$ cat src/rtl/teclado_pkg.sv
// Shared key codes, FSM state encoding and helpers for the keypad entry block.
package teclado_pkg;

  // Key codes delivered by the keypad scanner
  localparam logic [4:0] TECLA_NADA    = 5'd16;
  localparam logic [4:0] TECLA_BORRAR  = 5'd10;  // A: backspace
  localparam logic [4:0] TECLA_LIMPIAR = 5'd12;  // C: clear
  localparam logic [4:0] TECLA_ENTER   = 5'd13;  // D: enter
  localparam logic [4:0] MAX_DIGITO    = 5'd9;

  // FSM state encoding
  localparam logic [1:0] StEdit = 2'd0;
  localparam logic [1:0] StConv = 2'd1;
  localparam logic [1:0] StDone = 2'd2;

  // Largest decimal value representable with the given number of digits (10^n - 1)
  function automatic int unsigned max_valor(input int unsigned digits);
    int unsigned v;
    v = 1;
    for (int unsigned i = 0; i < digits; i++) begin
      v = v * 10;
    end
    return v - 1;
  endfunction

endpackage

$ cat src/rtl/teclado_bcd_a_bin.sv
// Serial BCD to binary converter: one decimal digit per cycle, most significant first,
// using acc = acc*10 + digit. 'done' flags the cycle in which the last digit is folded in,
// with the final value already present on 'result'.
module teclado_bcd_a_bin
  import teclado_pkg::*;
#(
  parameter int unsigned DIGITS = 4,
  parameter int unsigned BIN_W  = 14
) (
  input  logic                           clk,
  input  logic                           rst_n,
  input  logic                           start,
  input  logic [4*DIGITS-1:0]            bcd,
  input  logic [$clog2(DIGITS+1)-1:0]    count,
  output logic [BIN_W-1:0]               result,
  output logic                           done
);

  localparam int unsigned CntW = $clog2(DIGITS + 1);

  logic [BIN_W-1:0] acc_q, acc_d;
  logic [CntW-1:0]  idx_q, idx_d;
  logic             busy_q, busy_d;
  logic [3:0]       nib;

  // Current digit, its accumulation and the last-digit flag
  always_comb begin
    nib    = bcd[{idx_q, 2'b00} +: 4];
    result = (acc_q << 3) + (acc_q << 1) + {{(BIN_W-4){1'b0}}, nib};
    done   = busy_q && (idx_q == '0);
  end

  // Load on start, then walk the index down to nibble 0
  always_comb begin
    acc_d  = acc_q;
    idx_d  = idx_q;
    busy_d = busy_q;
    if (start) begin
      acc_d  = '0;
      idx_d  = count - CntW'(1);
      busy_d = 1'b1;
    end else if (busy_q) begin
      acc_d  = result;
      idx_d  = idx_q - CntW'(1);
      busy_d = (idx_q != '0);
    end
  end

  // Converter state registers with synchronous reset
  always_ff @(posedge clk) begin
    if (!rst_n) begin
      acc_q  <= '0;
      idx_q  <= '0;
      busy_q <= 1'b0;
    end else begin
      acc_q  <= acc_d;
      idx_q  <= idx_d;
      busy_q <= busy_d;
    end
  end

endmodule

$ cat src/rtl/teclado_entrada.sv
// Keypad entry: edits a BCD buffer from scanner key strobes and, on enter, converts it to
// binary and emits a one-cycle valid pulse.
// Optional idle auto-clear enabled by defining TECLADO_ENTRADA_TIMEOUT_EN.
module teclado_entrada
  import teclado_pkg::*;
#(
  parameter int unsigned DIGITS      = 4,
  parameter int unsigned BIN_W       = 14,
  parameter int unsigned TIMEOUT_CYC = 500
) (
  input  logic                        clk,
  input  logic                        rst_n,
  input  logic [4:0]                  digito,
  input  logic                        cambio_digito,
  output logic [4*DIGITS-1:0]         bcd_out,
  output logic [$clog2(DIGITS+1)-1:0] cant_digitos,
  output logic [BIN_W-1:0]            dato_bin,
  output logic                        dato_valido,
  output logic                        ocupado,
  output logic                        error
);

  localparam int unsigned CntW = $clog2(DIGITS + 1);
  localparam int unsigned BcdW = 4 * DIGITS;

  logic [1:0]       state_q, state_d;
  logic [BcdW-1:0]  bcd_q, bcd_d;
  logic [CntW-1:0]  cnt_q, cnt_d;
  logic [BIN_W-1:0] bin_q, bin_d;
  logic             val_q, val_d;
  logic             err_q, err_d;
  logic             start;
  logic             key_acc;
  logic             expire;
  logic [BIN_W-1:0] result;
  logic             done;

  // A key counts as accepted only in EDIT and only for digits, A, C and D
  assign key_acc = cambio_digito && (state_q == StEdit) &&
                   ((digito <= MAX_DIGITO) || (digito == TECLA_BORRAR) ||
                    (digito == TECLA_LIMPIAR) || (digito == TECLA_ENTER));

  teclado_bcd_a_bin #(
    .DIGITS (DIGITS),
    .BIN_W  (BIN_W)
  ) u_conv (
    .clk    (clk),
    .rst_n  (rst_n),
    .start  (start),
    .bcd    (bcd_q),
    .count  (cnt_q),
    .result (result),
    .done   (done)
  );

`ifdef TECLADO_ENTRADA_TIMEOUT_EN
  localparam int unsigned TW = (TIMEOUT_CYC > 1) ? $clog2(TIMEOUT_CYC) : 1;
  logic [TW-1:0] idle_q, idle_d;

  // Idle counter: runs only while editing a non-empty buffer; any accepted key wins
  always_comb begin
    expire = 1'b0;
    idle_d = '0;
    if ((state_q == StEdit) && (cnt_q != '0) && !key_acc) begin
      if (idle_q == TW'(TIMEOUT_CYC - 1)) begin
        expire = 1'b1;
      end else begin
        idle_d = idle_q + TW'(1);
      end
    end
  end

  // Idle counter register
  always_ff @(posedge clk) begin
    if (!rst_n) begin
      idle_q <= '0;
    end else begin
      idle_q <= idle_d;
    end
  end
`else
  logic unused_timeout;
  assign expire         = 1'b0;
  assign unused_timeout = ^TIMEOUT_CYC;
`endif

  // Edit buffer and FSM next-state
  always_comb begin
    state_d = state_q;
    bcd_d   = bcd_q;
    cnt_d   = cnt_q;
    bin_d   = bin_q;
    val_d   = 1'b0;
    err_d   = 1'b0;
    start   = 1'b0;
    case (state_q)
      StEdit: begin
        if (expire) begin
          bcd_d = '0;
          cnt_d = '0;
        end
        if (key_acc) begin
          if (digito <= MAX_DIGITO) begin
            if (cnt_q < CntW'(DIGITS)) begin
              bcd_d = (bcd_q << 4) | BcdW'(digito[3:0]);
              cnt_d = cnt_q + CntW'(1);
            end else begin
              err_d = 1'b1;
            end
          end else if (digito == TECLA_BORRAR) begin
            if (cnt_q != '0) begin
              bcd_d = bcd_q >> 4;
              cnt_d = cnt_q - CntW'(1);
            end
          end else if (digito == TECLA_LIMPIAR) begin
            bcd_d = '0;
            cnt_d = '0;
          end else begin
            if (cnt_q == '0) begin
              err_d = 1'b1;
            end else begin
              start   = 1'b1;
              state_d = StConv;
            end
          end
        end
      end
      StConv: begin
        if (done) begin
          state_d = StDone;
          bin_d   = result;
          val_d   = 1'b1;
          bcd_d   = '0;
          cnt_d   = '0;
        end
      end
      StDone:  state_d = StEdit;
      default: state_d = StEdit;
    endcase
  end

  // State registers with synchronous active-low reset
  always_ff @(posedge clk) begin
    if (!rst_n) begin
      state_q <= StEdit;
      bcd_q   <= '0;
      cnt_q   <= '0;
      bin_q   <= '0;
      val_q   <= 1'b0;
      err_q   <= 1'b0;
    end else begin
      state_q <= state_d;
      bcd_q   <= bcd_d;
      cnt_q   <= cnt_d;
      bin_q   <= bin_d;
      val_q   <= val_d;
      err_q   <= err_d;
    end
  end

  assign bcd_out      = bcd_q;
  assign cant_digitos = cnt_q;
  assign dato_bin     = bin_q;
  assign dato_valido  = val_q;
  assign error        = err_q;
  assign ocupado      = (state_q != StEdit);

endmodule

$ cat config.mk
export PLATFORM = sky130hd
export DESIGN_NAME = teclado_entrada
export DESIGN_NICKNAME = d
export VERILOG_FILES = /design/src/rtl/teclado_pkg.sv /design/src/rtl/teclado_bcd_a_bin.sv /design/src/rtl/teclado_entrada.sv
export SDC_FILE = /design/constraint.sdc
export NUM_CORES = 1
export LEC_CHECK = 0
export ABC_AREA = 1
export ABC_CLOCK_PERIOD_IN_PS = 6370
export BUFFER_PORTS_ARGS = -buffer_cell sky130_fd_sc_hd__buf_2
export CORE_UTILIZATION = 40
export DETAILED_ROUTE_END_ITERATION = 10
export PLACE_DENSITY = 0.64
export SETUP_SLACK_MARGIN = 0.3
export SYNTH_ARGS = -nofsm -noshare
export SYNTH_HDL_FRONTEND = slang
export SYNTH_SLANG_ARGS = --single-unit
$ cat constraint.sdc
create_clock -name clk -period 6.37 [get_ports clk]
set_input_delay 1.911 -clock clk [delete_from_list [all_inputs] [get_ports clk]]
set_output_delay 1.911 -clock clk [all_outputs]
set_load 0.1 [all_outputs]
==> impl_results.md <==
- Async SR Flop Fraction: 0%
- Outcome: complete, no violations
- Worst-Margin Slew: roughly 0.8 ns
- Core area: just over 0.008 mm^2
- Worst-skew pair later-pin latency: a little over 0.3 ns
- PortBufs: 43
- Avg Cell Area, Syn: 6.780 um^2
- Hold path depth: 2
- Inserted Diodes: 0
- Post-route setup TNS: 0 ns
- CP max FO: 16
- Stages on worst setup path: 11
- Total CTS buffers: 5
- Min-Delay Path Class: register to register
- WL final: 8397 um
- Worst path bufs/invs: 2
- FMAX: 0.2845 GHz
- Initial antenna violation count: 0
- Final period util: 55.19%
- Slowest cell on the critical path: a21oi_1
- Met3 Use GR: under 10%
- Setup violators final: 0
- Worst r2r path cells: 17
- Hold-fix buffers, CTS: 0
- Synth cell types: 31
- PnR Total Power: around 0.00072 W
- Synth Register Bits: between 50 and 60
- Synth area leader: dfxtp_1
- Mean routed wirelength per cell: 12.92 um
- Largest net degree at the start of global routing: 34
- Clock transition at the registers of the reported paths: about 0.09 ns
- Top-area cell type share of the netlist area: 31.20%
- Crit path kind: primary input to register
- Synthesized netlist cell count: 511
- GR peak layer: met2
- Slew Limit Fails: 0
- Overall Global Routing Usage: a little under a fifth
- Worst-path cell chain: buf_2, inv_1, nand2_1, a21oi_1, nand2_1, nand3_2, nand2_4, nand3_2, nand2_1, nand2_1, nor2_1
- Die X: roughly 95 um
- M1 GR Usage: about 28%
- Final instance area: 0.003807 mm^2
- Area Overhead vs Synth: 9.895%
- Level count of the clock H-tree: 2
- CTS max path bufs: 2
- Worst slew margin: a little under half
- Layout cells sized above 1: a little over an eighth
- Root buffer cell: clkbuf_8
- Arrival time of the worst setup path: approximately 3.7 ns
- Grt ovf: 0
- Routed Antenna Nets: 0
- Vias per cell: 5.009
- Mapped Nets: between 500 and 600
- Most Frequent Cell on Critical Path: nand2_1
- Layout Utilization: a little under half
- Die Y: 95.07 um
- Dominant synthesized flop cell: dfxtp_1
- Vias in the first global route: 2798
- CP max stage delay: roughly 0.64 ns
- Drt drc: 0
- Final hold slack: roughly 0.50 ns
- Crit start category: primary input
- Yosys warnings: 0
- Hpwl dp: roughly 6500 um
- Sequential fraction of the synthesis area: about 31%
- Clk sink count: 54
- Final GP Congestion: roughly 0.9
- CTS tree: done
- Rows: 33
- Io pins: 44
- First-pass GRT wire length: 13420 um
- Crit path time final: 3.515 ns
- VDD IR max: around 0.097 mV
- Crit path required time: ~6.6 ns
- DR iter-0 viols: roughly 250
- Family with the most delay on the worst path: simple AND/OR/NAND/NOR gates
- Drt pass-1 iters: 5
- Crit path capture type: register
- Initial Util: about two fifths
- CTS resizes: 0
- Power per Cell Area: 188.8 mW/mm^2
- RSZ-0062 raised after global routing: false
- Setup bufs post-CTS: 0
- Synthesized area: roughly 0.0035 mm^2
- Met2 Usage GRT: between 20 and 30%
- Max Cap Viol: 0
- Final #Nets: 581
- Number of synthesized flops with an enable pin: 0
- P_leak: between 1.5 and 2 nW
- Top cells by area, synth: dfxtp_1, nand2_1, ha_1
- Full die area: between 0.009 and 0.01 mm^2
- Placed instance area: ~0.0037 mm^2
- Worst Skew: 0.01497 ns
- Final hold violations: 0
- Detailed-route via count: 3256
-- registers in the layout (all words and copies together) (netlist names) --
register	cells
error	1
u_conv.idx_q	3
dato_valido	1
state_q	2
u_conv.acc_q	13
u_conv.busy_q	1
bcd_out	16
dato_bin	14
cant_digitos	3
-- cells in the final DEF, fill, tap and decap left out, types with 5 or more instances in the layout --
master	n
a21oi_1	35
xor2_1	6
dfxtp_1	54
o21ai_0	30
inv_1	69
nor2_1	77
ha_1	27
o22ai_1	5
nand2_1	105
clkbuf_8	5
o211ai_1	7
buf_2	43
nand3_1	32
xnor2_1	5
nor3_1	6
-- report_power, final --
group	leakage (nW)	switching, W	internal [W]
Clock	0.0452	0.000114	0.0000779
Combinational	1.45	0.000131	0.0000372
Sequential	0.437	0.0000118	0.000348
Total	1.93	0.000256	0.000463
-- synth_stat cells, types with 5 or more instances --
cell type  number
ha_1           27
nand2_1       105
a21oi_1        35
xor2_1          6
nor3_1          6
nor2_1         77
o21ai_0        30
inv_1          69
xnor2_1         5
o211ai_1        7
nand3_1        32
clkbuf_1        7
buf_2           6
o22ai_1         5
dfxtp_1        54
-- worst paths after layout --
path,start,end,slack (ns)
worst max-delay path,digito[1],bcd_out[12],2.85
worst min register to register,u_conv.acc_q[5],u_conv.acc_q[5],0.50
worst max register to register,u_conv.idx_q[0],dato_bin[10],3.03
worst min-delay path,u_conv.acc_q[5],u_conv.acc_q[5],0.50
-- routing by layer --
metal,vias up,part of all wire [%]
li1,1698,-
met1,1455,50
met2,91,43
met3,12,5.4
met4,0,1.6
met5,-,0
-- cells by family (layout without fill, tap and decap cells) --
family / count (synthesis) / in the layout / synth area share, %
compound gates: 83 / 83 / 13.11
simple gates: 244 / 244 / 31.49
flops: 54 / 54 / 31.20
buf+inv: 90 / 124 / 10.51
fa+ha+maj: 29 / 29 / 10.91
xor+xnor: 11 / 11 / 2.781
-- final cells by class --
cell class / count / area (um^2)
fillers: 863 / 4492
clock inverters: 2 / 13.76
repair buffers: 43 / 215.2
well taps: 105 / 131.4
inverters: 73 / 274.0
multi-input cells: 367 / 2019
flip-flops and latches: 54 / 1081
clock buffers: 6 / 72.57
-- through the flow --
stage / setup slack (ns) / std cells
2_1_floorplan: 3.145 / 511
3_3_place_gp: 2.653 / 642
3_5_place_dp: 2.551 / 642
4_1_cts: 2.880 / 650
5_1_grt: 2.689 / 650
6_report: 2.855 / 650
-- worst reg2reg max path, stage by stage, from the launching register on --
cell and delay [ns]:
dfxtp_1 0.55, clkinv_1 0.36, a21oi_1 0.21, o21ai_0 0.09, nand2_1 0.06, nand2_1 0.08
fa_1 0.49, fa_1 0.48, inv_1 0.11, nand3_1 0.07, nand3_1 0.14, nand3_1 0.11
nand2_1 0.07, nand2_1 0.04, nand2_1 0.11, nand2_1 0.08, o211ai_1 0.11, inv_1 0.05
Note: power is estimated with default switching activity, not from simulation.
